**config.mk**
```make
export PLATFORM = sky130hd
export DESIGN_NAME = rr_arbiter8
export DESIGN_NICKNAME = d
export VERILOG_FILES = /design/src/rtl/rr_arbiter8.sv
export SDC_FILE = /design/constraint.sdc
export NUM_CORES = 1
export LEC_CHECK = 0
export ABC_AREA = 1
export CAP_MARGIN = 20
export CORE_ASPECT_RATIO = 0.7
export CORE_MARGIN = 2
export CORE_UTILIZATION = 47
export DETAILED_ROUTE_END_ITERATION = 8
export GPL_TIMING_DRIVEN = 0
export PLACE_DENSITY = 0.75
export RECOVER_POWER = 100
export SYNTH_ARGS = -nofsm -noshare
export SYNTH_HDL_FRONTEND = slang
export SYNTH_SLANG_ARGS = --single-unit
```
**constraint.sdc**
```tcl
create_clock -name clk -period 2 [get_ports clk]
set_input_delay 0.2 -clock clk [delete_from_list [all_inputs] [get_ports clk]]
set_output_delay 0.2 -clock clk [all_outputs]
set_load 0.1 [all_outputs]
```
**src/rtl/rr_arbiter8.sv**
```systemverilog
// rr_arbiter8: 8-way round-robin arbiter for a shared, index-decoded resource.
// A grant is held until the owner pulses done, drops its request, or has held
// the grant for MAX_HOLD cycles (MAX_HOLD = 0 disables the limit).
//
// Optional feature macro: ARB_FAST_HANDOFF_EN
//   undefined : one idle cycle (grant_valid low) between consecutive grants
//   defined   : on a release with other requests pending, the next owner is
//               granted on the same edge, with no bubble
//
// Ports:
//   clk         in   1  system clock, rising edge
//   rst_n       in   1  asynchronous active-low reset
//   req         in   8  level request per requester
//   done        in   1  owner release pulse (ignored while idle)
//   grant       out  8  one-hot grant, zero when idle
//   grant_idx   out  3  encoded owner index, zero when idle
//   grant_valid out  1  a grant is held
//   timeout     out  1  one-cycle pulse when the hold limit forced the release
module rr_arbiter8 #(
    parameter int unsigned MAX_HOLD = 0
) (
    input  logic       clk,
    input  logic       rst_n,
    input  logic [7:0] req,
    input  logic       done,
    output logic [7:0] grant,
    output logic [2:0] grant_idx,
    output logic       grant_valid,
    output logic       timeout
);

    localparam int unsigned N  = 8;
    localparam int unsigned IW = 3;
    localparam int unsigned CW = 8;

    // Counter value on the last permitted cycle of a grant
    localparam logic [CW-1:0] HOLD_LAST = (MAX_HOLD == 0) ? '0 : CW'(MAX_HOLD - 1);
    localparam logic [CW-1:0] CNT_MAX   = '1;

    typedef enum logic {
        IDLE,
        BUSY
    } state_t;

    state_t        state, state_nxt;
    logic [IW-1:0] ptr, ptr_nxt;
    logic [CW-1:0] hold_cnt, hold_cnt_nxt;
    logic [IW-1:0] idx_nxt;
    logic          valid_nxt;
    logic          timeout_nxt;
    logic [N-1:0]  grant_nxt;
    logic          rel_done, rel_drop, rel_hold, rel_any;

    // First set bit of r scanning circularly from p; lowest offset wins
    function automatic logic [IW-1:0] rr_pick(input logic [N-1:0] r, input logic [IW-1:0] p);
        logic [IW-1:0] sel;
        sel = p;
        for (int i = int'(N) - 1; i >= 0; i--) begin
            if (r[p + IW'(i)]) begin
                sel = p + IW'(i);
            end
        end
        return sel;
    endfunction

    // Release causes, only meaningful while BUSY
    always_comb begin
        rel_done = done;
        rel_drop = !req[grant_idx];
        rel_hold = (MAX_HOLD != 0) && (hold_cnt == HOLD_LAST);
        rel_any  = rel_done || rel_drop || rel_hold;
    end

    // State register and registered outputs
    always_ff @(posedge clk or negedge rst_n) begin
        if (!rst_n) begin
            state       <= IDLE;
            ptr         <= '0;
            hold_cnt    <= '0;
            grant       <= '0;
            grant_idx   <= '0;
            grant_valid <= 1'b0;
            timeout     <= 1'b0;
        end else begin
            state       <= state_nxt;
            ptr         <= ptr_nxt;
            hold_cnt    <= hold_cnt_nxt;
            grant       <= grant_nxt;
            grant_idx   <= idx_nxt;
            grant_valid <= valid_nxt;
            timeout     <= timeout_nxt;
        end
    end

    // Next-state and next-output logic
    always_comb begin
        state_nxt    = state;
        ptr_nxt      = ptr;
        hold_cnt_nxt = hold_cnt;
        idx_nxt      = grant_idx;
        valid_nxt    = grant_valid;
        timeout_nxt  = 1'b0;

        case (state)
            IDLE: begin
                idx_nxt   = '0;
                valid_nxt = 1'b0;
                if (|req) begin
                    idx_nxt      = rr_pick(req, ptr);
                    valid_nxt    = 1'b1;
                    hold_cnt_nxt = '0;
                    state_nxt    = BUSY;
                end
            end
            BUSY: begin
                if (rel_any) begin
                    ptr_nxt      = grant_idx + IW'(1);
                    idx_nxt      = '0;
                    valid_nxt    = 1'b0;
                    hold_cnt_nxt = '0;
                    state_nxt    = IDLE;
                    // Pulse only when the limit alone caused the release
                    timeout_nxt  = rel_hold && !rel_done && !rel_drop;
`ifdef ARB_FAST_HANDOFF_EN
                    // Hand off directly; the releasing owner is masked out
                    if (|(req & ~grant)) begin
                        idx_nxt   = rr_pick(req & ~grant, grant_idx + IW'(1));
                        valid_nxt = 1'b1;
                        state_nxt = BUSY;
                    end
`endif
                end else if (hold_cnt != CNT_MAX) begin
                    hold_cnt_nxt = hold_cnt + CW'(1);
                end
            end
            default: begin
                state_nxt = IDLE;
                idx_nxt   = '0;
                valid_nxt = 1'b0;
            end
        endcase

        grant_nxt = valid_nxt ? (N'(1) << idx_nxt) : '0;
    end

endmodule
```
==> impl_metrics.xml, run 1 <==
<?xml version="1.0" encoding="UTF-8"?>
<metrics>
  <group name="outcome">
    <metric name="run_status" unit="">complete, but fails checks</metric>
    <metric name="failed_checks" unit="">setup timing</metric>
  </group>
  <group name="placed_design">
    <metric name="portBuffers" unit="">22</metric>
    <metric name="globalplace.congestion" unit="">0.934</metric>
    <metric name="detailed_place_hpwl" unit="microns">2590</metric>
  </group>
  <group name="floorplan">
    <metric name="rows" unit="">16</metric>
    <metric name="fp.dieH" unit="microns">48.9</metric>
    <metric name="core_area" unit="sq um">2760</metric>
    <metric name="die_width" unit="microns">68.2</metric>
    <metric name="start_util" unit="%">49.0</metric>
    <metric name="top_level_ports" unit="">24</metric>
    <metric name="dieArea" unit="sq um">3340</metric>
  </group>
  <group name="timing">
    <metric name="finalSetupViolations" unit="">9</metric>
    <metric name="slew_at_the_pin_closest_to_its_max_slew_limit" unit="ns">1.17</metric>
    <metric name="finalHoldViolCount" unit="">0</metric>
    <metric name="final.hold.worst_slack" unit="ns">0.435</metric>
    <metric name="grt_setup_unrepaired" unit="">true</metric>
    <metric name="layout_min_cycle_time" unit="ns">2.17</metric>
    <metric name="fin_skew" unit="ns">0.00759</metric>
    <metric name="setup_ws" unit="ns">-0.170</metric>
    <metric name="setup_total_negative_slack" unit="ns">-1.07</metric>
    <metric name="slew_headroom" unit="%">22.3</metric>
    <metric name="max_slew_violation_count" unit="">0</metric>
    <metric name="max_frequency" unit="GHz">0.461</metric>
    <metric name="min_period_over_period" unit="%">108</metric>
  </group>
  <group name="synth">
    <metric name="synthDominantCellAreaShare" unit="%">29.5</metric>
    <metric name="synth-compound-area-share" unit="%">9.23</metric>
    <metric name="dominantRegCellSynth" unit="">sky130_fd_sc_hd__dfrtp_1</metric>
    <metric name="synth.mux.area_fraction" unit="%">0</metric>
    <metric name="post_synth_and_or_nand_nor_area_fraction" unit="%">43.8</metric>
    <metric name="synth-warning-count" unit="">0</metric>
    <metric name="ys_async_sr_fraction" unit="%">100</metric>
    <metric name="yosys.cell_types.count" unit="">27</metric>
    <metric name="synthTopCellsByCount" unit="">sky130_fd_sc_hd__nand2_1 (61), sky130_fd_sc_hd__nand3_1 (32), sky130_fd_sc_hd__inv_1 (22)</metric>
    <metric name="synth_seq_area_share" unit="%">29.5</metric>
    <metric name="postSynthNetCount" unit="">220</metric>
    <metric name="syn-cell-area" unit="sq um">1360</metric>
    <metric name="synth_edf_count" unit="">0</metric>
    <metric name="post_synth_xor_area_fraction" unit="%">3.14</metric>
    <metric name="synthesis.area_per_instance" unit="sq um">6.58</metric>
    <metric name="synth_adder_area_share" unit="%">2.77</metric>
    <metric name="synthTopCellsByArea" unit="">sky130_fd_sc_hd__dfrtp_1 (30%), sky130_fd_sc_hd__nand2_1 (17%), sky130_fd_sc_hd__nand3_1 (12%)</metric>
    <metric name="largest_family_of_logic_cells_by_synthesized_area" unit="">simple AND/OR/NAND/NOR gates</metric>
    <metric name="number_of_standard_cells_after_synthesis" unit="">206</metric>
    <metric name="ys_ff_latch" unit="">16</metric>
    <metric name="synth_area_leader_cell" unit="">sky130_fd_sc_hd__dfrtp_1</metric>
    <metric name="synth.most_common_cell" unit="">sky130_fd_sc_hd__nand2_1</metric>
  </group>
  <group name="drt">
    <metric name="dr.pass1.iters" unit="">5</metric>
    <metric name="wl_per_cell" unit="microns">14.7</metric>
    <metric name="detailroute.via_count" unit="">1470</metric>
    <metric name="number_of_drc_violations_after_detailed_routing_iteration_0" unit="">143</metric>
    <metric name="postRouteWirelength" unit="microns">4090</metric>
    <metric name="detail_route.drc_violations" unit="">0</metric>
    <metric name="ant_nets" unit="">0</metric>
    <metric name="vias_per_cell" unit="">5.27</metric>
  </group>
  <group name="clocking">
    <metric name="htreeDepth" unit="">1</metric>
    <metric name="tritoncts_num_sinks" unit="">16</metric>
    <metric name="cts-root-to-sink-buffers" unit="">2</metric>
    <metric name="skew_pair_late_insertion_delay" unit="ns">0.25</metric>
    <metric name="clock_tree.root_cell" unit="">sky130_fd_sc_hd__clkbuf_8</metric>
    <metric name="clk_transition_reported_paths" unit="ns">0.06</metric>
    <metric name="cts_tree" unit="">yes</metric>
    <metric name="tritoncts.num_buffers" unit="">3</metric>
  </group>
  <group name="setup_path">
    <metric name="timing.reg2reg.worst_path_depth" unit="">19</metric>
    <metric name="rr_endpoint" unit="">grant[6]</metric>
    <metric name="timing.critical_path.arrival" unit="ns">2.31</metric>
    <metric name="worstSetupEndpointType" unit="">register</metric>
    <metric name="timing.critical_path.cells" unit="">buf_4 -&gt; buf_6 -&gt; nand2_1 -&gt; nand3_1 -&gt; nand3_2 -&gt; nand2_1 -&gt; inv_2 -&gt; nand2_1 -&gt; nand2_1 -&gt; nand2_1 -&gt; nand2_1 -&gt; nand2_1 -&gt; nand2_2 -&gt; nand2_1 -&gt; nand2_1 -&gt; nand3_2 -&gt; buf_4 -&gt; nand3_2 -&gt; nor2_1</metric>
    <metric name="critPathMostFrequentCell" unit="">sky130_fd_sc_hd__nand2_1</metric>
    <metric name="worst-path-max-fanout" unit="">10</metric>
    <metric name="critPathTopFamily" unit="">simple AND/OR/NAND/NOR gates</metric>
    <metric name="critical_path.reg2reg.startpoint" unit="">ptr[0]</metric>
    <metric name="ff2ff_setup_slack" unit="ns">-0.17</metric>
    <metric name="critical_path.startpoint_type" unit="">register</metric>
    <metric name="worst_path_max_delay_cell" unit="">sky130_fd_sc_hd__dfrtp_2</metric>
    <metric name="crit_required" unit="ns">2.14</metric>
    <metric name="critPathMaxStageDelay" unit="ns">0.43</metric>
    <metric name="critical_path_buf_inv_count" unit="">4</metric>
    <metric name="criticalPathCategory" unit="">reg2reg</metric>
  </group>
  <group name="hold_path">
    <metric name="holdCritPathClass" unit="">in2async</metric>
  </group>
  <group name="grt">
    <metric name="gr-total-overflow" unit="">0</metric>
    <metric name="grt_pass1_vias" unit="">1411</metric>
    <metric name="gr-usage-all-layers" unit="%">26.1</metric>
    <metric name="wire_length_of_the_first_global_routing_pass" unit="microns">6560</metric>
    <metric name="number_of_antenna_violations_at_the_first_check_in_global_routing" unit="">0</metric>
    <metric name="maximum_number_of_pins_on_one_net_before_global_route_repair" unit="">17</metric>
  </group>
  <group name="finish">
    <metric name="drive_gt1_share" unit="%">33.7</metric>
    <metric name="area_growth" unit="%">43.4</metric>
    <metric name="design.final.nets" unit="">259</metric>
    <metric name="fillerInstances" unit="">228</metric>
    <metric name="diodes" unit="">0</metric>
  </group>
  <group name="job">
    <metric name="cap_viol_max_count" unit="">0</metric>
  </group>
</metrics>
-- how the worst max path moves through the flow --
stage / startpoint / endpoint / slack [ns] / cells past startpoint
6_report: ptr[0] / grant[6] / -0.17 / 19
5_1_grt: ptr[0] / grant[5] / -0.34 / 19
4_1_cts: ptr[1] / grant[3] / -0.09 / 19
3_5_place_dp: ptr[1] / grant[4] / -0.21 / 19
3_3_place_gp: ptr[1] / grant[4] / -0.20 / 19
2_1_floorplan: grant_idx[0] / grant[4] / 0.07 / 13
-- cell type report --
class	count	area (sq um)	share of cell area [%]
multi-input combinational	157	987	50.8
buffer	4	41.3	2.12
clock buffer	3	41.3	2.12
sequential	16	404	20.8
inverter	29	124	6.37
tap	36	45.0	2.32
timing repair buffer	34	300	15.5
-- registers in the layout, indices dropped and copies added (netlist names) --
signal and count:
ptr 3, grant 8, grant_valid 1, state 1, grant_idx 3
-- repair_timing --
action                                  4_1_cts  5_1_grt
cloned                                        0        0
hold buffers                                  0        0
endpoints found under the setup margin       13       12
pin swaps                                    18        9
setup buffers                                 9        3
resized for setup                            32       17
-- metrics by stage --
| step | cells | util (%) | cell area [sq um] | setup slack, ns |
|---|---|---|---|---|
| floorplan | 206 | - | 1370 | 0.0728 |
| global placement | 264 | 59.2 | 1640 | -0.200 |
| detailed placement | 264 | 59.2 | 1640 | -0.207 |
| CTS | 276 | 67.7 | 1870 | -0.0909 |
| global route | 279 | 70.3 | 1940 | -0.337 |
| finish | 279 | 70.3 | 1940 | -0.170 |
-- logic make-up (layout without fill, tap and decap cells) --
kind of cell / after synthesis / in the layout
adders and majority gates: 3 / 3
and+or+nand+nor: 126 / 126
xor gates and xnor gates: 4 / 4
DFF: 16 / 16
buffers and inverters: 33 / 70
AOI/OAI and AO/OA: 23 / 23
other: 1 / 1
-- placed cells by master, fill, tap and decap left out, drive strengths merged, types with 5 or more instances in the layout --
cell / instances
nand2: 73
nand3: 38
inv: 29
clkdlybuf4s50: 17
dfrtp: 16
buf: 16
a21oi: 13
nor2: 13
o21ai: 6
clkbuf: 5
-- metal layers --
layer / part of all wire, % / GRT usage, %
met5: 0 / 0
met4: 0.46 / 9.67
met3: 8.5 / 6.47
met2: 46 / 35.6
met1: 45 / 39.2
Power of run 1 is left out: the tool's default activity adds up to more than one toggle a clock period on the data nets, which glitch-free logic cannot reach.
==> inputs of run 2 (changes only) <==
- CELL_PAD_IN_SITES_DETAIL_PLACEMENT: default -> 0
- CELL_PAD_IN_SITES_GLOBAL_PLACEMENT: default -> 1
- CORE_UTILIZATION: 47 -> 33
- PLACE_DENSITY: 0.75 -> default
- PLACE_DENSITY_LB_ADDON: default -> 0.1
==> run 2 against run 1 <==
Net effect: the flow still finishes with violations (setup timing); flip-flop and latch count unchanged; register-to-register slack better by 0.06 ns; global-route usage shrank 9.0 points; via count shrank 4.4%; final cell count increased by 4.3%; clock-buffer cell count stayed put; die area increased by 39%; maximum frequency grew 3.0%; first-iteration DRC count is 4.2% lower; hold slack improved by 0.018 ns; critical path type unchanged; largest cell class unchanged; highest routed layer unchanged.
==> impl_metrics.xml, run 2 (synthesis gave the netlist of run 1 again) <==
<?xml version="1.0" encoding="UTF-8"?>
<metrics>
  <group name="drt">
    <metric name="postRouteWirelength" unit="microns">3830</metric>
    <metric name="number_of_drc_violations_after_detailed_routing_iteration_0" unit="">137</metric>
    <metric name="ant_nets" unit="">0</metric>
    <metric name="dr.pass1.iters" unit="">4</metric>
    <metric name="detail_route.drc_violations" unit="">0</metric>
    <metric name="wl_per_cell" unit="microns">13.2</metric>
    <metric name="detailroute.via_count" unit="">1406</metric>
    <metric name="vias_per_cell" unit="">4.83</metric>
  </group>
  <group name="floorplan">
    <metric name="die_width" unit="microns">80.6</metric>
    <metric name="core_area" unit="sq um">3920</metric>
    <metric name="fp.dieH" unit="microns">57.6</metric>
    <metric name="rows" unit="">19</metric>
    <metric name="start_util" unit="%">34.5</metric>
    <metric name="dieArea" unit="sq um">4640</metric>
    <metric name="top_level_ports" unit="">24</metric>
  </group>
  <group name="timing">
    <metric name="finalSetupViolations" unit="">8</metric>
    <metric name="fin_skew" unit="ns">0.000770</metric>
    <metric name="slew_headroom" unit="%">35.2</metric>
    <metric name="layout_min_cycle_time" unit="ns">2.11</metric>
    <metric name="finalHoldViolCount" unit="">0</metric>
    <metric name="slew_at_the_pin_closest_to_its_max_slew_limit" unit="ns">0.969</metric>
    <metric name="max_frequency" unit="GHz">0.475</metric>
    <metric name="setup_ws" unit="ns">-0.106</metric>
    <metric name="min_period_over_period" unit="%">105</metric>
    <metric name="max_slew_violation_count" unit="">0</metric>
    <metric name="grt_setup_unrepaired" unit="">true</metric>
  </group>
  <group name="finish">
    <metric name="flip_flop_count_of_the_largest_register_after_layout" unit="">8</metric>
    <metric name="fin_area" unit="sq um">1890</metric>
    <metric name="area_growth" unit="%">39.5</metric>
    <metric name="design.final.nets" unit="">255</metric>
    <metric name="drive_gt1_share" unit="%">28.9</metric>
    <metric name="mostFrequentLayoutCells" unit="">sky130_fd_sc_hd__nand2_1 (53), sky130_fd_sc_hd__nand3_1 (24), sky130_fd_sc_hd__inv_1 (21), sky130_fd_sc_hd__clkdlybuf4s50_1 (18), sky130_fd_sc_hd__nand2_2 (17)</metric>
    <metric name="diodes" unit="">0</metric>
    <metric name="final_common_cell" unit="">sky130_fd_sc_hd__nand2_1</metric>
    <metric name="reg_top3" unit="">grant (8), grant_idx (3), ptr (3)</metric>
    <metric name="finish.cell_count_without_fillers" unit="">291</metric>
    <metric name="top_register" unit="">grant</metric>
    <metric name="fillerInstances" unit="">393</metric>
  </group>
  <group name="setup_path">
    <metric name="critical_path_buf_inv_count" unit="">4</metric>
    <metric name="worstSetupEndpointType" unit="">register</metric>
    <metric name="ff2ff_setup_slack" unit="ns">-0.11</metric>
    <metric name="critPathMaxStageDelay" unit="ns">0.37</metric>
    <metric name="critical_path.reg2reg.startpoint" unit="">ptr[1]</metric>
    <metric name="critical_path.startpoint_type" unit="">register</metric>
    <metric name="criticalPathCategory" unit="">reg2reg</metric>
    <metric name="worst_path_max_delay_cell" unit="">sky130_fd_sc_hd__dfrtp_1</metric>
    <metric name="critPathMostFrequentCell" unit="">sky130_fd_sc_hd__nand2_1</metric>
    <metric name="timing.critical_path.cells" unit="">buf_6 -&gt; inv_8 -&gt; ha_4 -&gt; inv_6 -&gt; nand3_4 -&gt; nand3_1 -&gt; nand2_1 -&gt; inv_1 -&gt; nand2_1 -&gt; nand2_1 -&gt; nand2_2 -&gt; nand2_1 -&gt; nand2_1 -&gt; nand3_2 -&gt; nand2_2 -&gt; nand2_2 -&gt; nor2_1</metric>
    <metric name="rr_endpoint" unit="">grant[5]</metric>
    <metric name="timing.reg2reg.worst_path_depth" unit="">17</metric>
    <metric name="worst-path-max-fanout" unit="">6</metric>
    <metric name="critPathTopFamily" unit="">simple AND/OR/NAND/NOR gates</metric>
    <metric name="timing.critical_path.arrival" unit="ns">2.28</metric>
    <metric name="crit_required" unit="ns">2.17</metric>
  </group>
  <group name="clocking">
    <metric name="cts.hold.buffers_added" unit="">0</metric>
    <metric name="cts-root-to-sink-buffers" unit="">2</metric>
    <metric name="clk_transition_reported_paths" unit="ns">0.06</metric>
    <metric name="skew_pair_late_insertion_delay" unit="ns">0.25</metric>
    <metric name="htreeDepth" unit="">1</metric>
    <metric name="cts_tree" unit="">yes</metric>
    <metric name="tritoncts_num_sinks" unit="">16</metric>
    <metric name="tritoncts.num_buffers" unit="">3</metric>
    <metric name="clock_tree.root_cell" unit="">sky130_fd_sc_hd__clkbuf_8</metric>
  </group>
  <group name="grt">
    <metric name="wire_length_of_the_first_global_routing_pass" unit="microns">6100</metric>
    <metric name="gr-total-overflow" unit="">0</metric>
    <metric name="maximum_number_of_pins_on_one_net_before_global_route_repair" unit="">17</metric>
    <metric name="grt_pass1_vias" unit="">1219</metric>
    <metric name="number_of_antenna_violations_at_the_first_check_in_global_routing" unit="">0</metric>
    <metric name="gr-usage-all-layers" unit="%">17.1</metric>
  </group>
  <group name="outcome">
    <metric name="failed_checks" unit="">setup timing</metric>
    <metric name="run_status" unit="">complete, but fails checks</metric>
  </group>
  <group name="placed_design">
    <metric name="detailed_place_hpwl" unit="microns">2970</metric>
    <metric name="portBuffers" unit="">22</metric>
    <metric name="dp.cells" unit="">280</metric>
    <metric name="postPlaceCellArea" unit="sq um">1660</metric>
    <metric name="globalplace.congestion" unit="">0.879</metric>
  </group>
  <group name="job">
    <metric name="cap_viol_max_count" unit="">0</metric>
  </group>
  <group name="hold_path">
    <metric name="holdCritPathClass" unit="">in2async</metric>
  </group>
</metrics>
run 2: how the worst max path moves through the flow:
stage / endpoint / start / cells past startpoint / slack (ns)
6_report: grant[5] / ptr[1] / 17 / -0.11
5_1_grt: grant[1] / ptr[1] / 19 / -0.27
4_1_cts: grant[5] / ptr[1] / 19 / -0.07
3_5_place_dp: grant[5] / ptr[1] / 19 / -0.24
3_3_place_gp: grant[1] / ptr[1] / 18 / -0.25
2_1_floorplan: grant[4] / grant_idx[0] / 13 / 0.07
run 2: area by class of cell:
type	instances	area, sq um	share of cell area (%)
Multi-Input combinational cell	157	940	49.7
Sequential cell	16	403	21.3
Timing Repair Buffer	30	277	14.6
Inverter	29	124	6.55
Tap cell	52	65.1	3.44
Clock buffer	3	41.3	2.18
Buffer	4	41.3	2.18
run 2: routing by layer:
layer	GRT usage, %	wire (microns)	part of all wire (%)
met5	0	0	0
met4	0.726	15	0.39
met3	3.74	213	5.6
met2	24.0	1640	43
met1	28.1	1970	51
run 2: through the flow:
stage	TNS [ns]	setup slack [ns]	hold WS, ns	util (%)
after floorplan	0	0.0728	-0.0956	-
after global placement	-1.97	-0.254	0.541	42.2
after detailed placement	-2.00	-0.237	0.557	42.2
after CTS	-0.301	-0.0689	0.405	46.7
after global routing	-2.31	-0.275	0.515	48.2
final	-0.545	-0.106	0.453	48.2
run 2: what timing repair did:
| action | 4_1_cts | 5_1_grt |
|---|---|---|
| buffers inserted | 7 | 1 |
| pin swaps | 11 | 14 |
| setup endpoints to repair | 14 | 11 |
| gates resized for setup | 25 | 12 |
Power of run 2 is left out for the same reason.
==> inputs of run 3 (changes only) <==
- CAP_MARGIN: 20 -> 25
- HOLD_SLACK_MARGIN: default -> 0.08
==> results of run 3 <==
Final layout, timing and power as in run 2 (identical DEF).
Power of run 3 is left out for the same reason.
